==> src/rtl/rr_arbiter_tmo.sv <==
// rtl/rr_arbiter_tmo.sv - round-robin arbiter with eligibility mask, grant index, busy flag
// Optional hold timeout enabled by defining ARB_TIMEOUT_EN.
module rr_arbiter_tmo #(
   parameter int WIDTH   = 4,
   parameter int IDX_W   = 2,
   parameter int TIMEOUT = 16
) (
   input  logic             in_clk,
   input  logic             in_reset,
   input  logic [WIDTH-1:0] in_request,
   input  logic [WIDTH-1:0] in_mask,
   output logic [WIDTH-1:0] out_grant,
   output logic [IDX_W-1:0] out_grant_idx,
   output logic             out_busy,
   output logic             out_timeout
);

   typedef enum logic [1:0] {
      ST_IDLE  = 2'd0,
      ST_GRANT = 2'd1,
      ST_WORK  = 2'd2
   } state_t;

   state_t             state;
   logic [WIDTH-1:0]   r_base;
   logic [WIDTH-1:0]   eligible;
   logic [2*WIDTH-1:0] dbl;
   logic [2*WIDTH-1:0] dbl_pick;
   logic [WIDTH-1:0]   winner;
   logic [IDX_W-1:0]   winner_idx;
   logic [WIDTH-1:0]   next_base;
   logic               owner_live;
   logic               expire;

   assign eligible = in_request & ~in_mask;

   // First eligible bit at or above r_base; the upper copy supplies the wrapped-around winner.
   assign dbl      = {eligible, eligible};
   assign dbl_pick = dbl & ~(dbl - {{WIDTH{1'b0}}, r_base});
   assign winner   = dbl_pick[WIDTH-1:0] | dbl_pick[2*WIDTH-1:WIDTH];

   always_comb begin
      winner_idx = '0;
      for (int i = 0; i < WIDTH; i++) begin
         if (winner[i]) winner_idx = IDX_W'(i);
      end
   end

   assign owner_live = |(eligible & out_grant);
   assign next_base  = {out_grant[WIDTH-2:0], out_grant[WIDTH-1]};

`ifdef ARB_TIMEOUT_EN
   localparam int CNT_W = $clog2(TIMEOUT + 1);
   logic [CNT_W-1:0] r_cnt;

   assign expire = owner_live && (r_cnt == CNT_W'(TIMEOUT - 1));
`else
   // Never true for a legal TIMEOUT: without the timeout feature a grant is held indefinitely.
   assign expire = (TIMEOUT < 1);
`endif

   always_ff @(posedge in_clk or negedge in_reset) begin
      if (!in_reset) begin
         state         <= ST_IDLE;
         r_base        <= WIDTH'(1);
         out_grant     <= '0;
         out_grant_idx <= '0;
         out_busy      <= 1'b0;
         out_timeout   <= 1'b0;
`ifdef ARB_TIMEOUT_EN
         r_cnt         <= '0;
`endif
      end else begin
         out_timeout <= 1'b0;
         case (state)
            ST_GRANT: begin
               if (|eligible) begin
                  out_grant     <= winner;
                  out_grant_idx <= winner_idx;
                  out_busy      <= 1'b1;
                  state         <= ST_WORK;
`ifdef ARB_TIMEOUT_EN
                  r_cnt         <= '0;
`endif
               end else begin
                  out_grant     <= '0;
                  out_grant_idx <= '0;
                  out_busy      <= 1'b0;
                  state         <= ST_IDLE;
               end
            end
            ST_WORK: begin
               if (!owner_live || expire) begin
                  out_grant     <= '0;
                  out_grant_idx <= '0;
                  out_busy      <= 1'b0;
                  out_timeout   <= expire;
                  r_base        <= next_base;
                  state         <= (|eligible) ? ST_GRANT : ST_IDLE;
`ifdef ARB_TIMEOUT_EN
               end else if (r_cnt != CNT_W'(TIMEOUT)) begin
                  r_cnt         <= r_cnt + 1'b1;
`endif
               end
            end
            default: begin
               // IDLE and any illegal encoding
               out_grant     <= '0;
               out_grant_idx <= '0;
               out_busy      <= 1'b0;
               state         <= (|eligible) ? ST_GRANT : ST_IDLE;
            end
         endcase
      end
   end

endmodule

==> config.mk <==
export PLATFORM = sky130hd
export DESIGN_NAME = rr_arbiter_tmo
export DESIGN_NICKNAME = d
export VERILOG_FILES = /design/src/rtl/rr_arbiter_tmo.sv
export SDC_FILE = /design/constraint.sdc
export NUM_CORES = 1
export LEC_CHECK = 0
export ABC_CLOCK_PERIOD_IN_PS = 3600
export BUFFER_PORTS_ARGS = -buffer_cell sky130_fd_sc_hd__buf_2
export CORE_MARGIN = 8
export CORE_UTILIZATION = 40
export DETAILED_ROUTE_END_ITERATION = 6
export SLEW_MARGIN = 20
export SYNTH_ARGS = -nofsm -noshare
export SYNTH_HDL_FRONTEND = slang
export SYNTH_SLANG_ARGS = --single-unit
==> constraint.sdc <==
create_clock -name in_clk -period 3.6 [get_ports in_clk]
set_clock_uncertainty 0.05 [all_clocks]
set_input_delay 0.18 -clock in_clk [delete_from_list [all_inputs] [get_ports in_clk]]
set_output_delay 0.18 -clock in_clk [all_outputs]
set_load 0.05 [all_outputs]
==> metrics.md <==
| Metric | Value |
|---|---|
| Status | completed |
| Die height | 61.1 µm |
| Post-synth cell types | 34 |
| Fin. Hold Viols | 0 |
| # diodes | 0 |
| Fin Setup TNS | 0 ns |
| Die area | 3740 µm² |
| CP required | 3.72 ns |
| Yosys Warn Count | 0 |
| Synth-to-Final Area Change | 14.1% |
| Final worst slack | between 1.5 and 2 ns |
| Final setup fails | 0 |
| Final Critical Period | 2.00 ns |
| Worst-path fanout max | 3 |
| Final period utilization | 0.555 |
| Mapped Nets | 87 |
| Hold Path End | out_grant[0]$_DFFE_PN0P_ |
| I/O pin total | 18 |
| ANT nets after route | 0 |
| Max Freq | 501 MHz |
| Tot Pwr | ~0.64 mW |
| WS Path Type | flip-flop to flip-flop |
| Clk pin slew, worst setup/hold paths | around 0.080 ns |
| Post-synth EDFFs | 0 |
| Vias in the first global route | 626 |
| Pre-CTS WS | 1.62 ns |
| Max Cap Violations | 0 |
| Synth area leader | dfrtp_1 |
| Global-route wire length before repair | about 3000 µm |
| Fin. max-slew vios | 0 |
| CTS Buffer Depth | 2 |
| Primary FF master, synth | dfrtp_1 |
| Final nets | roughly 110 |
| Number of synthesized register bits | 12 |
| Iteration-0 DRC Markers | 15 |
| Largest net degree at the start of global routing | 13 |
| Floorplan row count | 16 |
| Worst Min Path Start | in_mask[0] |
| FF-to-FF setup slack | between 1.5 and 2 ns |
| Vias | 601 |
| CTS tree | done |
| Reg2Reg Depth | 7 |
| Worst Setup Start Kind | flip-flop |
| Global route overflow | 0 |
| Drt drc | 0 |
| Port Buffers | 16 |
| Final HPWL DP | 1420 µm |
| Width of the die | 61.1 µm |
| Synth Cell Area | 815 µm² |
| Worst EP arrival | 2.12 ns |
| H-tree Lvls | 1 |
| Cells after DPL | 113 |
| Total Routing Usage GR | 0.111 |
| Async SR Flop Fraction | 1.00 |
| Leak | about 0.45 nW |
| Seq/Total Area, Yosys | 0.370 |
| Core box area | 1940 µm² |
| PD cells | ~690 nW/µm² |
| Worst setup EP type | flip-flop |
| Critical R2R Capture | out_grant_idx[0]$_DFFE_PN0P_ |
| Worst r2r src | r_base[2]$_DFFE_PN0P_ |
| Root Buffer | clkbuf_4 |
| Setup Buffers After CTS | 0 |
| Effective utilization at floorplan | 0.419 |
| Global placer's final weighted congestion | 0.858 |
| RSZ-0062 raised after global routing | no |
| DR WL/cell | ~15 µm |
| Skew-Pair Late Insertion Delay | approximately 0.28 ns |
| CTS sink count | 12 |
| Top cells by area, synth | dfrtp_1 34%, xnor2_4 6.8%, nor2b_4 5.1% |
| DR pass1 iterations | 4 |
| Worst Hold Depth | 4 |
| Yosys top cell area share | 0.338 |
| Finished Layout Cells | 118 |
| Inserted Clock Buffers | 3 |
| Initial antenna violation count | 0 |
| HP Class | primary input to flip-flop |
| Max IR drop VDD | 355 µV |
| Post-Syn Instances | 74 |
| Layout cells sized above 1 | 0.341 |
| Syn Area/Cell | around 11 µm² |
| Routed WL | around 1800 µm |
| Hold slack | 0.176 ns |
| Via/cell ratio | 5.09 |
-- how the worst max path moves through the flow --
| stage | from | end | cells past startpoint | slack, ns |
|---|---|---|---|---|
| global route | r_base[2]$_DFFE_PN0P_ | out_grant_idx[0]$_DFFE_PN0P_ | 7 | 1.51 |
| global placement | r_base[2]$_DFFE_PN0P_ | out_grant_idx[0]$_DFFE_PN0P_ | 7 | 1.64 |
| finish | r_base[2]$_DFFE_PN0P_ | out_grant_idx[0]$_DFFE_PN0P_ | 7 | 1.60 |
| floorplan | r_base[2]$_DFFE_PN0P_ | out_grant_idx[1]$_DFFE_PN0P_ | 7 | 1.75 |
| CTS | r_base[2]$_DFFE_PN0P_ | out_grant_idx[0]$_DFFE_PN0P_ | 7 | 1.60 |
| detailed placement | r_base[2]$_DFFE_PN0P_ | out_grant_idx[1]$_DFFE_PN0P_ | 7 | 1.62 |
-- registers in the layout, indices dropped and copies added (netlist names) --
name,flops
out_busy,1
r_base,4
state,1
out_grant,4
out_grant_idx,2
-- final cells by class --
class / instances / area, µm²
Tap cell: 27 / 33.8
Inverter: 3 / 11.3
Sequential cell: 12 / 302
Multi-Input combinational cell: 55 / 467
Clock buffer: 4 / 26.3
Timing Repair Buffer: 17 / 90.1
Fill cell: 194 / 1010
-- per-layer routing --
layer / up-vias / global-route usage / share of wire
met5: - / 0 / 0
met4: 0 / 0.0598 / 0.013
met3: 3 / 0.0376 / 0.079
met2: 20 / 0.157 / 0.44
met1: 280 / 0.143 / 0.47
li1: 298 / - / -
-- critical path, stage by stage (launching register included) --
cell     delay, ns
dfrtp_1       0.46
inv_1         0.11
ha_1          0.34
a31o_1        0.24
a31oi_4       0.17
xnor2_1       0.16
a21oi_2       0.10
a221o_1       0.27
-- report_power, final --
group	leakage (nW)	switching, mW	internal (mW)
clock network	0.0150	0.0485	0.0430
logic	0.280	0.196	0.134
registers	0.158	0.0401	0.176
-- through the flow --
stage | utilization | instance area [µm²]
2_1_floorplan | - | 815
3_3_place_gp | 0.460 | 893
3_5_place_dp | 0.460 | 893
4_1_cts | 0.479 | 930
5_1_grt | 0.479 | 930
6_report | 0.479 | 930
-- cells in the mapped netlist, types with 2 or more instances --
| cell type | instances |
|---|---|
| dfrtp_1 | 11 |
| nand2_1 | 8 |
| o21ai_0 | 6 |
| a21o_1 | 5 |
| ha_1 | 3 |
| inv_1 | 3 |
| nand2b_1 | 3 |
| nor2b_4 | 3 |
| a22oi_2 | 2 |
| buf_6 | 2 |
| nor2b_1 | 2 |
| nor3_1 | 2 |
| nor4_1 | 2 |
| xnor2_4 | 2 |
-- logic make-up after synthesis --
logic type,count (synthesis),synth area share
AO/OA/AOI/OAI,24,0.246
AND/OR/NAND/NOR,23,0.184
flip-flops,12,0.370
buffers and inverters,7,0.0568
adder cells (fa/ha/maj),3,0.0461
XOR/XNOR,3,0.0783
other,1,0.00460
multiplexers,1,0.0138
-- cell usage in the layout, fill, tap and decap left out, drive strengths merged, types with 3 or more instances in the layout --
cell,Yosys,layout
buf,4,16
dfrtp,11,11
nand2,8,8
o21ai,6,6
a21o,5,5
nor2b,5,5
clkbuf,0,4
inv,3,3
nand2b,3,3
ha,3,3
xnor2,3,3
-- timing repair --
action                    CTS  global route
gates resized for setup     0             0
hold endpoints to repair   12             0
hold buffers                1             0
No activity file was read; power rests on OpenSTA's default activity.
